**src/rtl/cpu_pkg.sv**
```systemverilog
// Shared datapath types and constants
// for the 8-bit RISC core.
package cpu_pkg;

  localparam int DATA_WIDTH = 8;

  typedef logic [DATA_WIDTH-1:0] data_t;

  localparam data_t ACC_RESET_VALUE = '0;

endpackage

```
**src/rtl/acc_flags.sv**
```systemverilog
// Zero / negative / parity status of a word.
// Purely combinational; also usable for ALU status.
module acc_flags
  import cpu_pkg::*;
#(
  parameter int WIDTH = DATA_WIDTH
) (
  input  logic [WIDTH-1:0] i_value,
  output logic             o_zero,
  output logic             o_neg,
  output logic             o_parity
);

  // Status flags derived from the value only
  always_comb begin
    o_zero   = (i_value == '0);
    o_neg    = i_value[WIDTH-1];
    o_parity = ^i_value;
  end

endmodule

```
**src/rtl/accumulator.sv**
```systemverilog
// CPU accumulator: loads the ALU result on enable,
// exposes registered flags and a one-cycle load strobe.
module accumulator
  import cpu_pkg::*;
#(
  parameter int               WIDTH       = DATA_WIDTH,
  parameter logic [WIDTH-1:0] RESET_VALUE = WIDTH'(ACC_RESET_VALUE)
) (
  input  logic             clk,
  input  logic             reset,
  input  logic             en_acc_in,
  input  logic [WIDTH-1:0] alu_result,
  output logic [WIDTH-1:0] acc_out,
  output logic             acc_zero,
  output logic             acc_neg,
  output logic             acc_parity,
  output logic             acc_updated
);

  logic [WIDTH-1:0] r_acc;
  logic             r_updated;
  logic             w_load;

  // Only a definite 1 loads; X/Z on the enable holds
  assign w_load = (en_acc_in === 1'b1);

  // Accumulator register and load strobe
  always_ff @(posedge clk or negedge reset) begin
    if (!reset) begin
      r_acc     <= RESET_VALUE;
      r_updated <= 1'b0;
    end else begin
      r_updated <= w_load;
      if (w_load) begin
        r_acc <= alu_result;
      end
    end
  end

  assign acc_out     = r_acc;
  assign acc_updated = r_updated;

  acc_flags #(
    .WIDTH (WIDTH)
  ) u_flags (
    .i_value  (r_acc),
    .o_zero   (acc_zero),
    .o_neg    (acc_neg),
    .o_parity (acc_parity)
  );

endmodule

```
**config.mk**
```make
export PLATFORM = sky130hd
export DESIGN_NAME = accumulator
export DESIGN_NICKNAME = d
export VERILOG_FILES = /design/src/rtl/cpu_pkg.sv /design/src/rtl/acc_flags.sv /design/src/rtl/accumulator.sv
export SDC_FILE = /design/constraint.sdc
export NUM_CORES = 1
export LEC_CHECK = 0
export CORE_AREA = 2 2 39 41
export DETAILED_ROUTE_END_ITERATION = 12
export DIE_AREA = 0 0 41 43
export PLACE_DENSITY = 0.71
export SETUP_SLACK_MARGIN = 0.4
export SLEW_MARGIN = 0
export SYNTH_ARGS = -nofsm -noshare
export SYNTH_HDL_FRONTEND = slang
export SYNTH_SLANG_ARGS = --single-unit
export TNS_END_PERCENT = 10
```
**constraint.sdc**
```tcl
create_clock -name clk -period 3.8 [get_ports clk]
set_clock_uncertainty 0.2 [all_clocks]
set_input_delay 0.38 -clock clk [delete_from_list [all_inputs] [get_ports clk]]
set_output_delay 0.38 -clock clk [all_outputs]
set_load 0.1 [all_outputs]
```
# ---- After elaboration in Yosys (flattened, before gate mapping)
# Index checks and enable logic that the tools add are counted.
dict set report op_classes {
  n_reduce_logical 2
  shifts 0
  eq_ne 1
  addsub 0
  n_mul 0
  order_cmp 0
  n_bitwise 0
  muxes 0
  div_mod_pow 0
}
# op count
set ops {}
lappend ops {{logical NOT 8 bit} 1}
lappend ops {{parity 8 bit} 1}
lappend ops {{case equality test 1 bit (second input constant)} 1}
dict set report totals {
  romBits 0
  output_inout_bits 12
  ramBits 0
  n_memories 0
  latch_bits 0
  word_cells 5
  inputBits 11
  regBits 9
}

# ---- Longest topological paths before layout
# Gate-level depths: netlist of the first run.
dict set report logic_depth {
  word_depth 1
  mapped_depth 4
  ltp_nobuf 4
}

# ---- By module
# Synthesis of the first run repeated with hierarchy kept, for this count alone.
dict set report hier_totals {
  hier_cells 35
  hier_area_um2 479.2
}
# mod n_inst seq_area_each_um2 cells_each area_each_um2
set modules_own_cells {}
lappend modules_own_cells {accumulator 1 225.2 18 356.6}
lappend modules_own_cells {acc_flags 1 0.0 17 122.6}

# ---- Worst setup path before layout of the first run
# OpenSTA, ideal clock, no wires.
dict set report synth_path {
  path_kind {register to output}
  start {reg r_acc[2] (netlist: acc_out[2])}
  end {out acc_parity}
  n_path_buf 0
  required_time_ps 3220
  arrival_time_ps 3114
  slack_ps 106
  stages_incl_launch_ff 5
  cell_sequence {dfrtp_1 -> inv_1 -> ha_1 -> xnor2_1 -> xnor2_1}
}
dict set report synth_between {
  elab_chain_len 1
}
# element line_no
set synth_lines {}
lappend synth_lines {{from (decl)} accumulator.sv:20} ;# logic [WIDTH-1:0] r_acc;
lappend synth_lines {{from (signal assigned)} accumulator.sv:35} ;# r_acc <= alu_result;
lappend synth_lines {{parity 8 bit} acc_flags.sv:18} ;# o_parity = ^i_value;
lappend synth_lines {{to (decl)} accumulator.sv:16} ;# output logic acc_parity,
# No other way between the ends.

# ---- Worst setup path in the final report of the first run
dict set report layout_path {
  start {reg r_acc[1] (netlist: acc_out[1])}
  end {out acc_zero}
}
dict set report layout_between {
  elab_chain_len 1
}
# element line_no
set layout_lines {}
lappend layout_lines {{logical NOT 8 bit} acc_flags.sv:16} ;# o_zero = (i_value == '0);
lappend layout_lines {{to (decl)} accumulator.sv:14} ;# output logic acc_zero,
# No other way between the ends.

==> summary.md, run 1 <==
| Metric | Value |
|---|---|
| Worst path slowest cell | clkdlybuf4s50_1 |
| Sequential area share after synthesis | 0.510 |
| FMAX | 0.365 GHz |
| RSZ-0062 raised after global routing | false |
| CTS tree | done |
| Switching power | 0.192 mW |
| Initial DRC Count | 2 |
| Clock network latency to the later pin of the worst-skew pair | 0.25 ns |
| Combinational group share of total power | 0.547 |
| Clk sinks | 9 |
| CTS resizes | 0 |
| Largest stage delay, worst path | 1.13 ns |
| Critical path endpoint category | output port |
| Max-slew violations | 0 |
| First-pass GRT wire length | 1190 um |
| Reg2Reg Capture Point | acc_out[7]$_DFFE_PN0P_ |
| P_int | 0.199 mW |
| Max Cap Violations | 0 |
| PwrDens | 563 mW/mm2 |
| Max Root-Sink Buffers | 2 |
| Hold WC Path Type | primary input to asynchronous set/reset pin |
| Dpl cells | 79 |
| Placement Rows | 14 |
| Clock power frac | 0.176 |
| Core Area | 0.00138 mm2 |
| Total gr overflow | 0 |
| Period utilization | 0.721 |
| WP buf/inv | 2 |
| Post-synth cell types | 13 |
| Die Span Y | 43 um |
| Layout cell share with drive strength beyond 1 | 0.134 |
| Num ports | 23 |
| Placed Instance Area | 668 um2 |
| DRC Markers | 0 |
| Sw frac | 0.491 |
| Synthesized net count | 58 |
| Die span in x | 41 um |
| Critical Path RT | 3.22 ns |
| YS warnings | 0 |
| Layout net count | 83 |
| Max FO, Critical Path | 2 |
| Final setup vio count | 0 |
| Post-CTS Repair Setup Buffers | 0 |
| Reg power frac | 0.276 |
| FF-to-FF setup slack | 2.91 ns |
| Minimum clock period | 2.74 ns |
| R2R depth | 2 |
| Fin cells | 83 |
| Layout area overhead | 57.2% |
| Design area | 694 um2 |
| Ant. Diodes | 0 |
| Vias post-DR | 344 |
| WL/cell | 9.71 um |
| Mean post-synth cell area | 10.3 um2 |
| Starting Density | 0.319 |
| Post-DRT Antenna Nets | 0 |
| Crit path max-delay family | buffers and inverters |
| Max VDD drop | 0.219 mV |
| Via-per-instance ratio | 4.14 |
| Vias in the first global route | 304 |
| Final Hold Fails | 0 |
| Final setup TNS | 0 ns |
| Post-Syn Area | 442 um2 |
| P_leak | 0.323 nW |
| CP arrival | 2.16 ns |
| # hold bufs at CTS | 0 |
| Startpoint types | flop |
| Largest net degree at the start of global routing | 18 |
| Synth Register Bits | 9 |
| Min Hold Slack | 0.226 ns |
| Die area | 0.00176 mm2 |
| GPL Wtd Cong | 0.640 |
| Dpl hpwl | 653 um |
| Clock Tree Root | clkbuf_4 |
| Outcome | finished, final reports clean |
| Setup CP Type | flop to output port |
| Worst slew pin tran | 0.970 ns |
| Initial antenna violation count | 0 |
| Drt pass-1 iters | 3 |
| Worst r2r src | acc_out[7]$_DFFE_PN0P_ |
| CP Cell Sequence | inv_1 > ha_1 > and4_1 > clkdlybuf4s50_1 |
| I/O Buffers | 22 |
| Slew headroom | 0.352 |
| # H-tree levels | 1 |
| Cts bufs inserted | 3 |
| Tot GR Track Use | 0.104 |
| Clock transition at path regs | 0.06 ns |
| Final WL | 806 um |
| Syn Inst Count | 43 |
-- cells in the final DEF (no fill, tap or decap) --
cell type,n
and4_1,1
buf_4,1
clkbuf_1,1
clkbuf_4,3
clkdlybuf4s50_1,21
dfrtp_1,9
ha_1,4
inv_1,8
nand2_1,6
nand2_2,2
o21ai_0,4
o21ai_1,2
o21ai_2,2
xnor2_1,1
xnor2_2,1
xor2_1,1
-- cell usage after synthesis --
cell type,instances,share of area
dfrtp_1,9,0.51
inv_1,8,0.068
nand2_1,6,0.051
ha_1,4,0.11
o21ai_0,4,0.045
nand2_2,2,0.028
o21ai_1,2,0.023
o21ai_2,2,0.040
xnor2_1,2,0.040
and4_1,1,0.020
buf_4,1,0.017
buf_6,1,0.025
xor2_1,1,0.020
-- stage by stage --
step	power, mW	setup WS [ns]	utilization
after floorplan	0.278	0.732	-
after global placement	0.325	1.32	0.483
after detailed placement	0.326	1.32	0.483
after CTS	0.398	1.04	0.502
after global routing	0.411	0.944	0.502
final	0.391	1.06	0.502
-- final cells by class --
cell class / count / area, um2
Fill cell: 142 / 689
Sequential cell: 9 / 225
Inverter: 8 / 30.0
Clock buffer: 4 / 26.3
Timing Repair Buffer: 22 / 218
Multi-Input combinational cell: 24 / 175
Tap cell: 16 / 20.0
-- state kept, by name (all words and copies together) (netlist names) --
signal       cells
acc_updated      1
acc_out          8
-- worst max-delay path by stage --
stage                            from         end  depth (start not counted)
6_report       acc_out[1]$_DFFE_PN0P_    acc_zero                          4
5_1_grt        acc_out[7]$_DFFE_PN0P_    acc_zero                          4
4_1_cts        acc_out[7]$_DFFE_PN0P_    acc_zero                          4
3_5_place_dp   acc_out[7]$_DFFE_PN0P_    acc_zero                          4
3_3_place_gp   acc_out[1]$_DFFE_PN0P_    acc_zero                          4
2_1_floorplan  acc_out[4]$_DFFE_PN0P_  acc_parity                          4
-- metal layers --
layer  GRT usage  wire length (um)  up-vias
met5           0                 0        -
met4      0.0800                10        0
met3      0.0366                87        2
met2       0.141               331       17
met1       0.129               376      143
li1            -                 -      182
-- worst register-to-register path, cell delays in order (launching register included) --
cell and delay [ns]:
dfrtp_1 0.39, inv_1 0.08, o21ai_0 0.08
-- power groups by stage --
stage          registers, mW  logic, mW  clock network [mW]
5_1_grt                0.109      0.223              0.0787
3_5_place_dp           0.110      0.216                   0
6_report               0.108      0.214              0.0690
3_3_place_gp           0.110      0.216                   0
2_1_floorplan          0.171      0.108                   0
4_1_cts                0.108      0.216              0.0732
-- cells by family (layout without fill, tap and decap cells) --
logic type,count (synthesis),after routing,share of synthesized area
buf+inv,10,34,0.110
flops,9,9,0.510
simple gates,9,9,0.0991
compound gates,8,8,0.108
fa+ha+maj,4,4,0.113
xor+xnor,3,3,0.0595
No activity file was read; power rests on OpenSTA's default activity.
==> inputs of run 2 (changes only) <==
clock period = 2.66 ns   (was 3.8 ns; I/O delays follow)
==> run 2 against run 1 <==
Compared with the run above: routed wire length is 14% higher; via count is 8.4% higher; cell area rose by 9.5%; flip-flop and latch count stayed put; worst setup slack worse by 0.55 ns; critical path depth increased by 1; critical endpoint is now acc_parity; largest cell class unchanged.
==> summary.md, run 2 (synthesis results as in run 1) <==
| Metric | Value |
|---|---|
| Outcome | finished, final reports clean (unchanged) |
| Pwr Total | 0.638 mW (was 0.391 mW) |
| CP Cell Sequence | inv_1 > ha_1 > xnor2_2 > xnor2_4 > buf_12 (was inv_1 > ha_1 > and4_1 > clkdlybuf4s50_1) |
| Setup CP Type | flop to output port (unchanged) |
| Max Cap Violations | 0 (unchanged) |
| Clock transition at path regs | 0.06 ns (about the same) |
| I/O Buffers | 22 (unchanged) |
| Worst r2r src | acc_out[4]$_DFFE_PN0P_ (was acc_out[7]$_DFFE_PN0P_) |
| Final setup TNS | 0 ns (unchanged) |
| Vias post-DR | 373 (was 344) |
| Layout cell share with drive strength beyond 1 | 0.507 (was 0.134) |
| Reg2Reg Capture Point | acc_out[4]$_DFFE_PN0P_ (was acc_out[7]$_DFFE_PN0P_) |
| # hold bufs at CTS | 0 (unchanged) |
| Max FFs per register | 8 (unchanged) |
| P_leak | 0.339 nW (was 0.323 nW) |
| Die Span Y | 43 um (unchanged) |
| FMAX | 0.465 GHz |
| WL/cell | 11.1 um (was 9.71 um) |
| Fin cells | 83 (unchanged) |
| FF-to-FF setup slack | 1.64 ns (was 2.91 ns) |
| Final Hold Fails | 0 (unchanged) |
| Largest net degree at the start of global routing | 18 (unchanged) |
| Via-per-instance ratio | 4.49 (was 4.14) |
| GPL Wtd Cong | 0.700 (was 0.640) |
| Post-DRT Antenna Nets | 0 (unchanged) |
| Total gr overflow | 0 (unchanged) |
| Max VDD drop | 0.385 mV (was 0.219 mV) |
| Crit path max-delay family | flip-flops (was buffers and inverters) |
| Critical path endpoint category | output port (unchanged) |
| CTS tree | done (unchanged) |
| Final setup vio count | 0 (unchanged) |
| RSZ-0062 raised after global routing | false (unchanged) |
| Dpl hpwl | 745 um (was 653 um) |
| CTS resizes | 0 (unchanged) |
| Num ports | 23 (unchanged) |
| Slew headroom | 0.586 (was 0.352) |
| Max FO, Critical Path | 2 (unchanged) |
| Clock network latency to the later pin of the worst-skew pair | 0.26 ns (was 0.25 ns) |
| Post-CTS Repair Setup Buffers | 0 (unchanged) |
| First-pass GRT wire length | 1420 um (was 1190 um) |
| Max-slew violations | 0 (unchanged) |
| Fillers | 138 (was 142) |
| Startpoint types | flop (unchanged) |
| Vias in the first global route | 352 (was 304) |
| PwrDens | 838 mW/mm2 (was 563 mW/mm2) |
| Die span in x | 41 um (unchanged) |
| Initial DRC Count | 0 (was 2) |
| WP buf/inv | 2 (unchanged) |
| Layout net count | 83 (unchanged) |
| Largest stage delay, worst path | 0.47 ns (was 1.13 ns) |
| Setup slack at placement | 0.771 ns (was 1.32 ns) |
| Minimum clock period | 2.15 ns |
| CP arrival | 1.68 ns (was 2.16 ns) |
| Layout area overhead | 72.2% (was 57.2%) |
| Clk sinks | 9 (unchanged) |
| Clock Tree Root | clkbuf_4 (unchanged) |
| Reg area | 255 um2 (was 225 um2) |
| Core Area | 0.00138 mm2 (unchanged) |
| Footprint of the multi-input gates | 226 um2 (was 175 um2) |
| Worst slew pin tran | 0.619 ns (was 0.970 ns) |
| Worst path slowest cell | dfrtp_4 (was clkdlybuf4s50_1) |
| Period utilization | 0.808 |
| Hold WC Path Type | primary input to asynchronous set/reset pin (unchanged) |
| DRC Markers | 0 (unchanged) |
| Commonest non-fill, non-tap cells in the layout | buf_4, clkdlybuf4s50_1, dfrtp_4 (was clkdlybuf4s50_1, dfrtp_1, inv_1) |
| R2R depth | 2 (unchanged) |
| Drt pass-1 iters | 1 (was 3) |
| Max Root-Sink Buffers | 2 (unchanged) |
| Post-route setup slack | 0.511 ns (was 1.06 ns) |
| Ant. Diodes | 0 (unchanged) |
| Die area | 0.00176 mm2 (unchanged) |
| Tot GR Track Use | 0.127 (was 0.104) |
| Dpl cells | 79 (unchanged) |
| Cts bufs inserted | 3 (unchanged) |
| # H-tree levels | 1 (unchanged) |
| Starting Density | 0.319 (unchanged) |
| Initial antenna violation count | 0 (unchanged) |
| Placement Rows | 14 (unchanged) |
| Critical Path RT | 2.19 ns (was 3.22 ns) |
| Most common cell after layout, fill and taps aside | buf_4 (was clkdlybuf4s50_1) |
| Final WL | 922 um (was 806 um) |
run 2: per-stage QoR:
| stage | hold slack (ns) | util | instance area [um2] |
|---|---|---|---|
| 2_1_floorplan | -0.230 | - | 531 |
| 3_3_place_gp | 0.380 | 0.531 | 734 |
| 3_5_place_dp | 0.393 | 0.531 | 734 |
| 4_1_cts | 0.116 | 0.550 | 761 |
| 5_1_grt | 0.125 | 0.550 | 761 |
| 6_report | 0.112 | 0.550 | 761 |
run 2: where the power goes:
group | leakage, nW | internal, mW | switching, mW
clock network | 0.0150 | 0.0577 | 0.0456
registers | 0.0999 | 0.156 | 0.00683
logic | 0.225 | 0.125 | 0.247
run 2: worst max-delay path by stage:
stage                                      start    endpoint  slack (ns)  cells past startpoint
after floorplan           acc_out[3]$_DFFE_PN0P_  acc_parity        0.40                      4
after global placement    acc_out[0]$_DFFE_PN0P_  acc_parity        0.79                      5
after detailed placement  acc_out[3]$_DFFE_PN0P_  acc_parity        0.77                      5
after CTS                 acc_out[3]$_DFFE_PN0P_  acc_parity        0.48                      5
after global routing      acc_out[2]$_DFFE_PN0P_  acc_parity        0.44                      5
final                     acc_out[3]$_DFFE_PN0P_  acc_parity        0.51                      5
run 2: routing by layer:
| metal | vias to the layer above | wire (um) | track usage | share of wire |
|---|---|---|---|---|
| li1 | 182 | - | - | - |
| met1 | 169 | 371 | 0.136 | 0.40 |
| met2 | 17 | 425 | 0.188 | 0.46 |
| met3 | 5 | 105 | 0.0628 | 0.11 |
| met4 | 0 | 20 | 0.0800 | 0.022 |
| met5 | - | 0 | 0 | 0 |
run 2: final cells by class:
cell class / count / share of cell area
Sequential cell: 9 / 0.336
Multi-Input combinational cell: 24 / 0.298
Inverter: 8 / 0.0395
Timing Repair Buffer: 22 / 0.266
Tap cell: 16 / 0.0263
Clock buffer: 4 / 0.0345
